===== src/rtl/sq_wave_pkg.sv =====
// Shared definitions for the square-wave driver/receiver family:
// FSM state encoding, default counter width and the nominal system clock.
package sq_wave_pkg;

  localparam int CLK_HZ              = 27_000_000;
  localparam int CNT_W_DEFAULT       = 10;
  localparam int SYNC_STAGES_DEFAULT = 2;

  localparam logic [0:0] ST_IDLE    = 1'b0;
  localparam logic [0:0] ST_MEASURE = 1'b1;

  typedef enum logic [0:0] {
    IDLE    = ST_IDLE,
    MEASURE = ST_MEASURE
  } state_e;

endpackage


===== src/rtl/sync_edge_detect.sv =====
// Multi-flop synchronizer followed by a registered rising-edge detector.
// Latency from the input edge to the rise pulse is SYNC_STAGES+1 clocks.
module sync_edge_detect #(
  parameter int SYNC_STAGES = 2
) (
  input  logic clk,
  input  logic rst_n,
  input  logic d,
  output logic rise
);

  logic [SYNC_STAGES-1:0] sync_q;
  logic                   prev_q;

  // NOTE: all state here uses non-blocking assignments so each flop samples the previous cycle's value of its neighbour.
  always_ff @(posedge clk or negedge rst_n) begin
    if (!rst_n) begin
      sync_q <= '0;
      prev_q <= 1'b0;
      rise   <= 1'b0;
    end else begin
      sync_q <= {sync_q[SYNC_STAGES-2:0], d};
      prev_q <= sync_q[SYNC_STAGES-1];
      rise   <= sync_q[SYNC_STAGES-1] & ~prev_q;
    end
  end

endmodule


===== src/rtl/square_wave_phase_detector.sv =====
// Measures the reference period and the reference-to-signal rising-edge lag,
// in clk counts, once per reference period; flags a lost reference.
module square_wave_phase_detector
  import sq_wave_pkg::*;
#(
  parameter int CNT_W       = CNT_W_DEFAULT,
  parameter int SYNC_STAGES = SYNC_STAGES_DEFAULT
) (
  input  logic             clk,
  input  logic             rst_n,
  input  logic             ref_in,
  input  logic             sig_in,
  output logic             meas_valid,
  output logic [CNT_W-1:0] period_cnt,
  output logic [CNT_W-1:0] phase_cnt,
  output logic             phase_valid,
  output logic             ref_lost
);

  localparam logic [CNT_W-1:0] CNT_MAX = '1;

  logic             ref_rise;
  logic             sig_rise;
  logic [0:0]       state;
  logic [CNT_W-1:0] cnt;
  logic [CNT_W-1:0] phase_lat;
  logic             sig_seen;
  logic             cnt_full;

  sync_edge_detect #(.SYNC_STAGES(SYNC_STAGES)) u_ref_edge (
    .clk  (clk),
    .rst_n(rst_n),
    .d    (ref_in),
    .rise (ref_rise)
  );

  sync_edge_detect #(.SYNC_STAGES(SYNC_STAGES)) u_sig_edge (
    .clk  (clk),
    .rst_n(rst_n),
    .d    (sig_in),
    .rise (sig_rise)
  );

  assign cnt_full = (cnt == CNT_MAX);

  // Window time is counted from the ref_rise cycle itself: at any cycle the
  // elapsed clocks are cnt+1, which is used for both period and phase.
  always_ff @(posedge clk or negedge rst_n) begin
    if (!rst_n) begin
      state       <= ST_IDLE;
      cnt         <= '0;
      phase_lat   <= '0;
      sig_seen    <= 1'b0;
      meas_valid  <= 1'b0;
      ref_lost    <= 1'b0;
      period_cnt  <= '0;
      phase_cnt   <= '0;
      phase_valid <= 1'b0;
    end else begin
      meas_valid <= 1'b0;
      ref_lost   <= 1'b0;
      case (state)
        ST_IDLE: begin
          cnt      <= '0;
          sig_seen <= 1'b0;
          if (ref_rise) begin
            state     <= ST_MEASURE;
            sig_seen  <= sig_rise;
            phase_lat <= '0;
          end
        end
        ST_MEASURE: begin
          if (ref_rise && !cnt_full) begin
            period_cnt  <= cnt + 1'b1;
            phase_cnt   <= phase_lat;
            phase_valid <= sig_seen;
            meas_valid  <= 1'b1;
            cnt         <= '0;
            sig_seen    <= sig_rise;
            phase_lat   <= '0;
          end else if (cnt_full) begin
            // Window too long to report; a coincident ref edge reopens it.
            ref_lost  <= 1'b1;
            cnt       <= '0;
            sig_seen  <= ref_rise & sig_rise;
            phase_lat <= '0;
            if (!ref_rise) state <= ST_IDLE;
          end else begin
            cnt <= cnt + 1'b1;
            if (sig_rise && !sig_seen) begin
              phase_lat <= cnt + 1'b1;
              sig_seen  <= 1'b1;
            end
          end
        end
        default: state <= ST_IDLE;
      endcase
    end
  end

endmodule


===== config.mk =====
export PLATFORM = sky130hd
export DESIGN_NAME = square_wave_phase_detector
export DESIGN_NICKNAME = d
export VERILOG_FILES = /design/src/rtl/sq_wave_pkg.sv /design/src/rtl/sync_edge_detect.sv /design/src/rtl/square_wave_phase_detector.sv
export SDC_FILE = /design/constraint.sdc
export NUM_CORES = 1
export LEC_CHECK = 0
export CAP_MARGIN = 10
export CELL_PAD_IN_SITES_DETAIL_PLACEMENT = 1
export CELL_PAD_IN_SITES_GLOBAL_PLACEMENT = 1
export CORE_ASPECT_RATIO = 1.4
export CORE_UTILIZATION = 40
export CTS_CLUSTER_SIZE = 8
export DETAILED_ROUTE_END_ITERATION = 16
export PLACE_DENSITY = 0.82
export SLEW_MARGIN = 15
export SYNTH_ARGS = -nofsm -noshare
export SYNTH_HDL_FRONTEND = slang
export SYNTH_SLANG_ARGS = --single-unit

===== constraint.sdc =====
create_clock -name clk -period 3.6 [get_ports clk]
set_input_delay 0.36 -clock clk [delete_from_list [all_inputs] [get_ports clk]]
set_output_delay 0.36 -clock clk [all_outputs]
set_load 0.02 [all_outputs]

---- Word level (Yosys, flattened, before mapping) ----
Index checks and enable logic that the tools add are counted.
cells by class
  $mul .................................... 0
  equality and inequality tests ........... 3
  $lt $le $gt $ge ......................... 0
  shift-type cells ........................ 0
  reduce and logical (&&, ||, !) cells .... 6
  bitwise operators ....................... 6
  add/sub/neg operators ................... 1
  div/mod/pow operators ................... 0
  multiplexer cells ....................... 22
operators with widths
  operator                                                number
  2-to-1 mux 10 bit                                       6
  one-hot mux 10 bit (2 select lines)                     2
  2-to-1 mux 1 bit                                        12
  adder 10 x 1 -> 10 bit (second input constant)          1
  == test 10 bit (second input constant)                  1
  inequality test 4 x 1 -> 1 bit (second input constant)  1
  one-hot mux 1 bit (2 select lines)                      2
  AND reduction 2 bit                                     2
  AND 1 bit                                               3
  inverter 1 bit                                          3
  logical AND 1 bit                                       2
  logical NOT 1 bit                                       2
  inequality test 2 x 1 -> 1 bit (second input constant)  1
storage, ports and cells
  bits in writable memories ............... 0
  memories ................................ 0
  word-level logic and storage cells ...... 53
  bits in registers ....................... 53
  ROM bits ................................ 0
  latch bits .............................. 0
  input port bits ......................... 4
  output and inout port bits .............. 23

---- Depth between registers and ports, before layout ----
Gate-level depths: netlist of run 1.
  depth in word-level cells ............... 6
  mapped depth ............................ 6
  mapped depth without buffers ............ 5

---- Hierarchy ----
Synthesis of run 1 repeated with hierarchy kept, for this count alone.
second synthesis, totals
  cells, all modules ...................... 168
  area, all modules ....................... 2,060.7 um2
by module, submodules not included
  module                      sequential area each (um2)  times used  cells an instance  area each (um2)
  square_wave_phase_detector  1,126.1                     1           158                1,833.0
  sync_edge_detect            100.1                       2           5                  113.9

---- Least setup slack after synthesis of run 1 ----
Ideal clock, no wire load.
  path type ............................... reg2reg
  from .................................... register cnt[0]
  to ...................................... register phase_cnt[7]
  data required time ...................... 3.475 ns
  setup slack ............................. 1.880 ns
  setup time .............................. 0.125 ns
  cell stages (with the launch flop) ...... 6
  arrival time ............................ 1.595 ns
  clock period less this slack ............ 1.720 ns
  buffers on the path ..................... 1
  cells stage by stage .................... dfrtp_1 -> ha_1 -> nand3_1 -> o311ai_4 -> buf_2 -> mux2_2
between the ends
  longest elaborated chain between the ends .. 4
RTL lines
  item                           line                              text
  start, declared                square_wave_phase_detector.sv:25  logic [CNT_W-1:0] cnt;
  start signal, assigned         square_wave_phase_detector.sv:89  cnt <= cnt + 1'b1;
  == test 10 bit                 square_wave_phase_detector.sv:44  assign cnt_full = (cnt == CNT_MAX);
  logical NOT 1 bit              square_wave_phase_detector.sv:73  if (ref_rise && !cnt_full) begin
  logical AND 1 bit              square_wave_phase_detector.sv:73
  AND reduction 2 bit (no line)  n/a
  end signal, assigned           square_wave_phase_detector.sv:75  phase_cnt <= phase_lat;
  end, declared                  square_wave_phase_detector.sv:15  output logic [CNT_W-1:0] phase_cnt,
Every way passes these cells.
A chain may end at the register's enable or synchronous reset.

---- Final worst setup path of run 1 ----
  from .................................... register cnt[0]
  to ...................................... register period_cnt[6]
between the ends
  longest elaborated chain between the ends .. 4
  elaborated cells between the ends (all ways) .. 5
  those cells by class .................... add/sub (1); eq/ne (1); reduce/logical (3)
RTL lines
  item                                                            line                              text
  branches (longest 4 deep; another with adder 10 x 1 -> 10 bit)  n/a
  end signal, assigned                                            square_wave_phase_detector.sv:74  period_cnt <= cnt + 1'b1;
  end, declared                                                   square_wave_phase_detector.sv:14  output logic [CNT_W-1:0] period_cnt,
Parallel ways; which one is timed is not known.

==> results of run 1 <==
[kinds of logic after synthesis]
| logic type | synth area share |
|---|---|
| and+or+nand+nor | 0.104 |
| buffers and inverters | 0.0220 |
| adders and majority gates | 0.00628 |
| muxes | 0.0697 |
| xor gates and xnor gates | 0.0352 |
| AOI/OAI and AO/OA | 0.0967 |
| DFF | 0.666 |
[per-stage QoR]
stage	instance area, µm²	instances
6_report	2410	243
5_1_grt	2410	243
4_1_cts	2410	243
3_5_place_dp	2310	235
3_3_place_gp	2310	235
2_1_floorplan	1990	149
[worst max-delay path, stage by stage, from the launching register on]
cell and delay (ps):
sky130_fd_sc_hd__dfrtp_1 460, sky130_fd_sc_hd__ha_1 320, sky130_fd_sc_hd__nand3_1 190, sky130_fd_sc_hd__o311ai_4 440, sky130_fd_sc_hd__buf_4 350, sky130_fd_sc_hd__inv_2 70
sky130_fd_sc_hd__mux2_4 300
[power groups by stage]
stage	clock network [µW]	registers (µW)	logic, µW
3_5_place_dp	0	716	221
6_report	354	705	225
5_1_grt	391	712	246
3_3_place_gp	0	711	214
2_1_floorplan	0	744	80.9
4_1_cts	368	706	227
[cells in the final DEF, fill, tap and decap left out, types with 3 or more instances in the layout]
cell | Yosys | layout
sky130_fd_sc_hd__nand3_1 | 6 | 6
sky130_fd_sc_hd__o21ai_0 | 9 | 9
sky130_fd_sc_hd__xnor2_1 | 6 | 6
sky130_fd_sc_hd__nand2_1 | 13 | 13
sky130_fd_sc_hd__clkdlybuf4s50_1 | 0 | 25
sky130_fd_sc_hd__o2bb2ai_1 | 9 | 9
sky130_fd_sc_hd__nor2_1 | 13 | 13
sky130_fd_sc_hd__inv_1 | 3 | 3
sky130_fd_sc_hd__dfrtp_1 | 53 | 53
sky130_fd_sc_hd__mux2_2 | 11 | 11
sky130_fd_sc_hd__clkbuf_8 | 0 | 7
[per-layer routing]
layer / GRT usage / wire length (µm) / vias up / part of all wire
li1: - / - / 566 / -
met1: 0.237 / 1620 / 633 / 0.41
met2: 0.283 / 2150 / 23 / 0.54
met3: 0.0377 / 123 / 6 / 0.031
met4: 0.0848 / 85 / 0 / 0.021
met5: 0 / 0 / - / 0
[area by class of cell]
type / instances / area, µm² / share of cell area
flip-flops and latches: 53 / 1330 / 0.550
multi-input cells: 87 / 622 / 0.258
repair buffers: 27 / 265 / 0.110
clock buffers: 7 / 96.3 / 0.0400
well taps: 64 / 80.1 / 0.0332
inverters: 4 / 15.0 / 0.00623
clock inverters: 1 / 5.00 / 0.00208
[registers in the layout, summed over array words and instances (netlist names), 2 cells and up]
| signal | flops |
|---|---|
| period_cnt | 10 |
| u_sig_edge.sync_q | 2 |
| phase_cnt | 10 |
| cnt | 10 |
| u_ref_edge.sync_q | 2 |
| phase_lat | 10 |
[path summary, 6_finish.rpt]
| path | from | endpoint | slack [ps] |
|---|---|---|---|
| hold reg to reg | u_ref_edge.sync_q[0] | u_ref_edge.sync_q[1] | 360 |
| max in group asynchronous | rst_n | meas_valid | 3100 |
| min in group clk | u_ref_edge.sync_q[0] | u_ref_edge.sync_q[1] | 360 |
| setup / recovery | cnt[0] | period_cnt[6] | 1350 |
| setup reg to reg | cnt[0] | period_cnt[6] | 1350 |
| hold / removal | rst_n | phase_lat[8] | 70 |
==> results by stage, run 1 <==
CTS:
- The buffers inserted during post-CTS setup optimization is 0.
- The clock network latency to the later pin of the worst-skew pair is 310 ps.
- Hold repair after CTS inserted 0 buffers.
- Clock-pin slew was measured on the worst setup and hold paths at 90 ps.
- The clock tree buffer depth is 2.
- The cell sitting at the root of the clock tree is a sky130_fd_sc_hd__clkbuf_8.
- The number of buffers added by the clock tree synthesis step is 5.
- The number of H-tree levels is 2.
- After clock tree synthesis, the repair step resized 0 gates.
- The clock tree from TritonCTS is done.
- The number of sinks driven by the clock tree is 53.

Setup path:
- Along the worst path, the maximum fanout reaches 23.
- Measured in cells, the most critical reg-to-reg path has a length of 6.
- STA classifies the critical path endpoint as a register.
- The element type at the critical path start is a register.
- STA puts the critical path data required time at 3790 ps.
- The endpoint arrival time on the critical path is 2440 ps.
- The critical path is of the reg2reg type.

Floorplanning:
- The area of the core is 0.00480 mm².
- The die is 61.6 µm wide.
- The die covers 0.00527 mm².
- The effective utilization at floorplan is 0.415.
- The initialized floorplan defines 30 standard-cell rows.
- The I/O pin total is 27.
- The overall die height is 85.5 µm.

Synth:
- The share of synthesized area in the top cell type comes to 0.666.
- The post-synthesis net count is 154.
- The fraction of synthesis flops using an asynchronous set or reset pin is 1.00.
- The synthesized instance count is 149.
- The number of different library cells used by synthesis comes to 29.
- The Yosys warning count is 0.
- After synthesis, the cell types taking the most area are sky130_fd_sc_hd__dfrtp_1 (67%), sky130_fd_sc_hd__mux2_2 (6.2%), sky130_fd_sc_hd__o2bb2ai_1 (4.0%), sky130_fd_sc_hd__xnor2_1 (2.6%), sky130_fd_sc_hd__nand2_1 (2.4%).
- In the post-synthesis netlist, the cell with the most instances is sky130_fd_sc_hd__dfrtp_1.
- The cell taking the most area after synthesis is sky130_fd_sc_hd__dfrtp_1.
- The post-synthesis cell area is 0.00199 mm².
- The mean cell area of the mapped netlist is 13.4 µm².
- The primary flip-flop cell chosen by synthesis mapping is sky130_fd_sc_hd__dfrtp_1.
- The number of synthesized flops with an enable pin is 0.
- The sequential area share after synthesis is 0.666.
- Sorting the synthesized cells by how often they occur yields sky130_fd_sc_hd__dfrtp_1 (53), sky130_fd_sc_hd__nand2_1 (13), sky130_fd_sc_hd__nor2_1 (13), sky130_fd_sc_hd__mux2_2 (11).
- The synthesized design contains 53 register bits.

Power:
- The worst voltage drop across the vdd grid is 0.356 mV.
- The total power density per cell area is 533 mW/mm².
- The share of total power in the clock network is 0.276.
- The internal portion of the total power is 926 µW.
- The switching power total is 358 µW.
- Of the total power, the share spent switching nets is 0.279.
- The share of power burned in combinational logic is 0.175.
- The fraction of power consumed by sequential logic is 0.549.
- The reported leakage power is 0.00111 µW.
- Overall power consumption after layout is estimated at 1280 µW.

Route:
- The via count normalized by instance count is 5.05.
- The first routing iteration left 39 violations.
- The count of nets left with antenna violations once routing finished came out at 0.
- The routed wire length is 3980 µm.
- After detailed routing, the number of remaining DRC violations is 0.
- The routed layout has 1228 vias.
- The first detailed-routing pass ran for 4 iterations.
- The average detailed-routed wire length per instance is 16.4 µm.

GRT:
- Entering global routing, the biggest net connects 54 pins.
- The number of global-route vias before repair is 1330.
- For this run, the total global-route usage over all layers was measured as 0.181.
- The residual overflow from global routing is 0.
- The global-route wire length before repair is 6750 µm.
- The number of antenna violations at the first check in global routing is 0.

Placement:
- At the end of routability-driven placement, the weighted congestion stood at 0.886.
- Once detailed placement completed, the half-perimeter wirelength came to 2770 µm.
- Buffers placed on the I/O ports in this run total 26.
- Timing analysis after detailed placement gives a worst setup slack of 1430 ps.

Timing:
- The worst relative slew slack is 0.571.
- The worst clock skew is 3.80 ps.
- The minimum setup slack in the final design is 1350 ps.
- Setup repair after global routing left no endpoint under its margin.
- The final critical-path share of the clock period is 0.624.
- Setup violations remaining at the end of the flow were counted as 0.
- The number of slew-limit violations in the final report is 0.
- The final setup TNS is 0 ps.
- The transition time at the pin with the least slew margin is 643 ps.
- The number of hold-slack violations in the final timing report is 0.
- The minimum hold slack is 69.1 ps.
- The minimum clock period after layout is 2250 ps.
- The maximum clock frequency is 445 MHz.

Layout:
- The layout-stage area growth over the synthesis result is 21.0%.
- After the last flow step, the layout net total stands at 183.
- The layout cell share with drive strength beyond 1 is 0.151.
- 0 antenna diodes ended up in the layout.
- The utilization after layout is 0.502.
- The layout has 536 filler cells.

Worst hold path:
- The path class of the lowest-slack min-delay path is in2async.

Outcome:
- The flow ran to the end, and the final reports show no timing, DRC or antenna violations.

Run:
- The number of violations of the max-capacitance limit is 0.
(Power assumes the default switching activity.)
==> run 2: changes to the inputs <==
clock period = 2.1 ns   (was 3.6 ns; I/O delays follow)
==> run 2 against run 1 <==
Final cell count grew 1.2%. Total power grew 76%. Via count grew 2.3%. Maximum frequency grew 13%. Worst hold slack gained 270 ps. Non-clock buffer count grew 4. Routed wire length grew 7.7%. Worst setup slack lost 1200 ps. Global-route usage grew 1.0 points. Clock power grew 86%. Combinational power grew 75%. Critical path depth shrank 1. Largest power group unchanged.
==> results by stage, run 2 (synthesis results as in run 1) <==
Outcome:
- The flow ran to the end, and the final reports show no timing, DRC or antenna violations.

Setup path:
- The worst setup path is captured at a register.
- The worst reg2reg path depth is 5.
- The data required time at the worst endpoint is 2280 ps.
- The element type at the critical path start is a register.
- The worst setup path category is reg2reg.
- The maximum net fanout on the critical path is 18.
- The endpoint arrival time on the critical path is 2180 ps.

CTS:
- The clock tree buffer depth is 2.
- CTS built an H-tree with a depth of 2.
- The number of sinks driven by the clock tree is 53.
- For the worst-skew pair, the clock arrives at the later sink with an insertion delay of 310 ps.
- Clock-pin slew was measured on the worst setup and hold paths at 90 ps.
- The tree is rooted in a sky130_fd_sc_hd__clkbuf_8.
- Buffers inserted during clock tree synthesis total 5.
- Post-CTS timing repair inserted 0 buffers for setup.
- The clock tree from TritonCTS is done.

Run:
- The number of violations of the max-capacitance limit is 0.

GRT:
- Entering global routing, the biggest net connects 20 pins.
- The global-route usage over all layers is 0.191.
- The number of antenna violations at the first check in global routing was 0.
- The residual overflow from global routing is 0.
- The global-route wire length before repair is 6990 µm.
- The number of global-route vias before repair is 1317.

Timing:
- Subtracting the final worst setup slack from the clock period gives 1990 ps.
- Clock skew on the completed layout was measured at 11.8 ps.
- After routing, the total negative slack on setup checks comes to 0 ps.
- The transition time at the pin with the least slew margin is 591 ps.
- Setup violations remaining at the end of the flow were counted as 0.
- Setup repair after global routing left no endpoint under its margin.
- The worst relative slew slack is 0.606.
- Dividing the final minimum period by the clock period gives 0.948.
- The number of hold-slack violations in the final timing report is 0.
- For this run, the top clock speed supported by timing is 502 MHz.
- Across all setup checks in the final design, the least slack found is 109 ps.
- The number of slew-limit violations in the final report came to 0.

Power:
- Power spread over the standard cell area amounts to 924 mW/mm².
- The switching share of power is 0.275.
- IR analysis of the VDD net gives a maximum drop of 0.562 mV.
- The reported leakage power is 0.00112 µW.
- Of the total power, the clock network draws 0.291.
- The share of total power dissipated in sequential elements is 0.536.
- Summed over all nets, the switching power comes to 622 µW.
- The share of total power dissipated in combinational logic is 0.174.
- The internal power summed over all cells is 1640 µW.

Floorplanning:
- The effective utilization at floorplan is 0.415.
- The area of the core is 0.00480 mm².
- The floorplan step defined a die boundary enclosing 0.00527 mm².
- The row count is 30.
- In this run the count of I/O pins placed on the die edge is 27.
- The overall die height is 85.5 µm.
- In this run the horizontal extent of the chip is 61.6 µm.

Route:
- The routed layout has 1256 vias.
- The routed wire length is 4280 µm.
- The count of antenna-violating nets left after detailed routing is 0.
- The DRC violations left is 0.
- For this run, the detailed router's first-pass iteration total came to 4.
- The via count normalized by instance count is 5.11.
- The detailed router finished its first iteration with 21 violations.
- After detailed routing, the average wire length per cell comes to 17.4 µm.

Placement:
- The number of port buffers is 26.
- Routability-driven placement finished with a final weighted congestion of 0.963.
- At the placement stage, the worst setup path has a slack of 176 ps.
- The HPWL after detailed placement is 2950 µm.

Layout:
- The fill cell total of the finished layout is 526.
- Compared with the post-synthesis result, the final layout area differs by 22.9%.
- At the end of the flow, the number of nets in the layout was 187.
- For this run, the share of the core covered by cells in the final layout is 0.509.
- The repair_antennas step left the layout with diodes totalling 0.
- Leaving out fill and tap cells, the most frequent cells in the layout are sky130_fd_sc_hd__dfrtp_1 (53), sky130_fd_sc_hd__clkdlybuf4s50_1 (25), sky130_fd_sc_hd__nor2_1 (13), sky130_fd_sc_hd__nand2_1 (13), sky130_fd_sc_hd__mux2_2 (11).
- Of the cells placed in the final design, the portion with a size suffix greater than 1 is 0.165.
- The library cell used most frequently in the layout, excluding fill and tap cells, is sky130_fd_sc_hd__dfrtp_1.

Worst hold path:
- The hold-critical path depth is 1.
- The path class of the lowest-slack min-delay path is in2reg.
[run 2: cell types whose count changed in the layout (fill, tap and decap cells not counted), sizes merged]
cell,change
bufinv,+1
buf,+3
clkbuf,-2
dlygate4sd3,+1
[run 2: layout make-up]
class	instances	area [µm²]	area share
flip-flops and latches	53	1330	0.542
inverters	4	15.0	0.00613
clock inverters	2	35.0	0.0143
repair buffers	31	295	0.121
well taps	64	80.1	0.0327
clock buffers	5	68.8	0.0281
multi-input cells	87	627	0.256
[run 2: repair_timing]
action                                  4_1_cts  5_1_grt
endpoints found under the setup margin        0        1
resized for setup                             0        1
hold buffers                                  1        0
endpoints found under the hold margin        16        0
[run 2: worst paths after layout]
path | from | to | slack (ps)
max | cnt[0] | phase_cnt[3] | 110
min | sig_in | u_sig_edge.sync_q[0] | 340
max reg2reg | cnt[0] | phase_cnt[3] | 110
min reg2reg | u_ref_edge.sync_q[0] | u_ref_edge.sync_q[1] | 360
max in group asynchronous | rst_n | u_sig_edge.prev_q | 1140
min in group asynchronous | rst_n | period_cnt[2] | 360
[run 2: worst max-delay path: stages (launching register included)]
cell and delay [ps]:
sky130_fd_sc_hd__dfrtp_1 450, sky130_fd_sc_hd__ha_1 310, sky130_fd_sc_hd__nand3_1 210, sky130_fd_sc_hd__o311ai_4 270
sky130_fd_sc_hd__buf_4 280, sky130_fd_sc_hd__mux2_2 360
[run 2: layer usage]
metal / global-route usage / vias to the layer above / share of wire
li1: - / 576 / -
met3: 0.0287 / 10 / 0.023
met4: 0.113 / 0 / 0.028
met5: 0 / - / 0
met1: 0.257 / 639 / 0.42
met2: 0.289 / 31 / 0.53
[run 2: power groups by stage]
stage | Combinational (µW) | Sequential, µW | Clock [µW]
after CTS | 395 | 1210 | 680
after floorplan | 139 | 1280 | 0
final | 393 | 1210 | 658
after detailed placement | 390 | 1230 | 0
after global routing | 426 | 1230 | 724
after global placement | 372 | 1220 | 0
[run 2: metrics by stage]
stage                     power (µW)  instance area (µm²)  std cells  hold slack (ps)
after CTS                       2290                 2440        246              325
after global placement          1590                 2330        238              160
after floorplan                 1410                 1990        149            -85.6
after detailed placement        1620                 2330        238              168
final                           2260                 2450        246              339
after global routing            2380                 2450        246              328
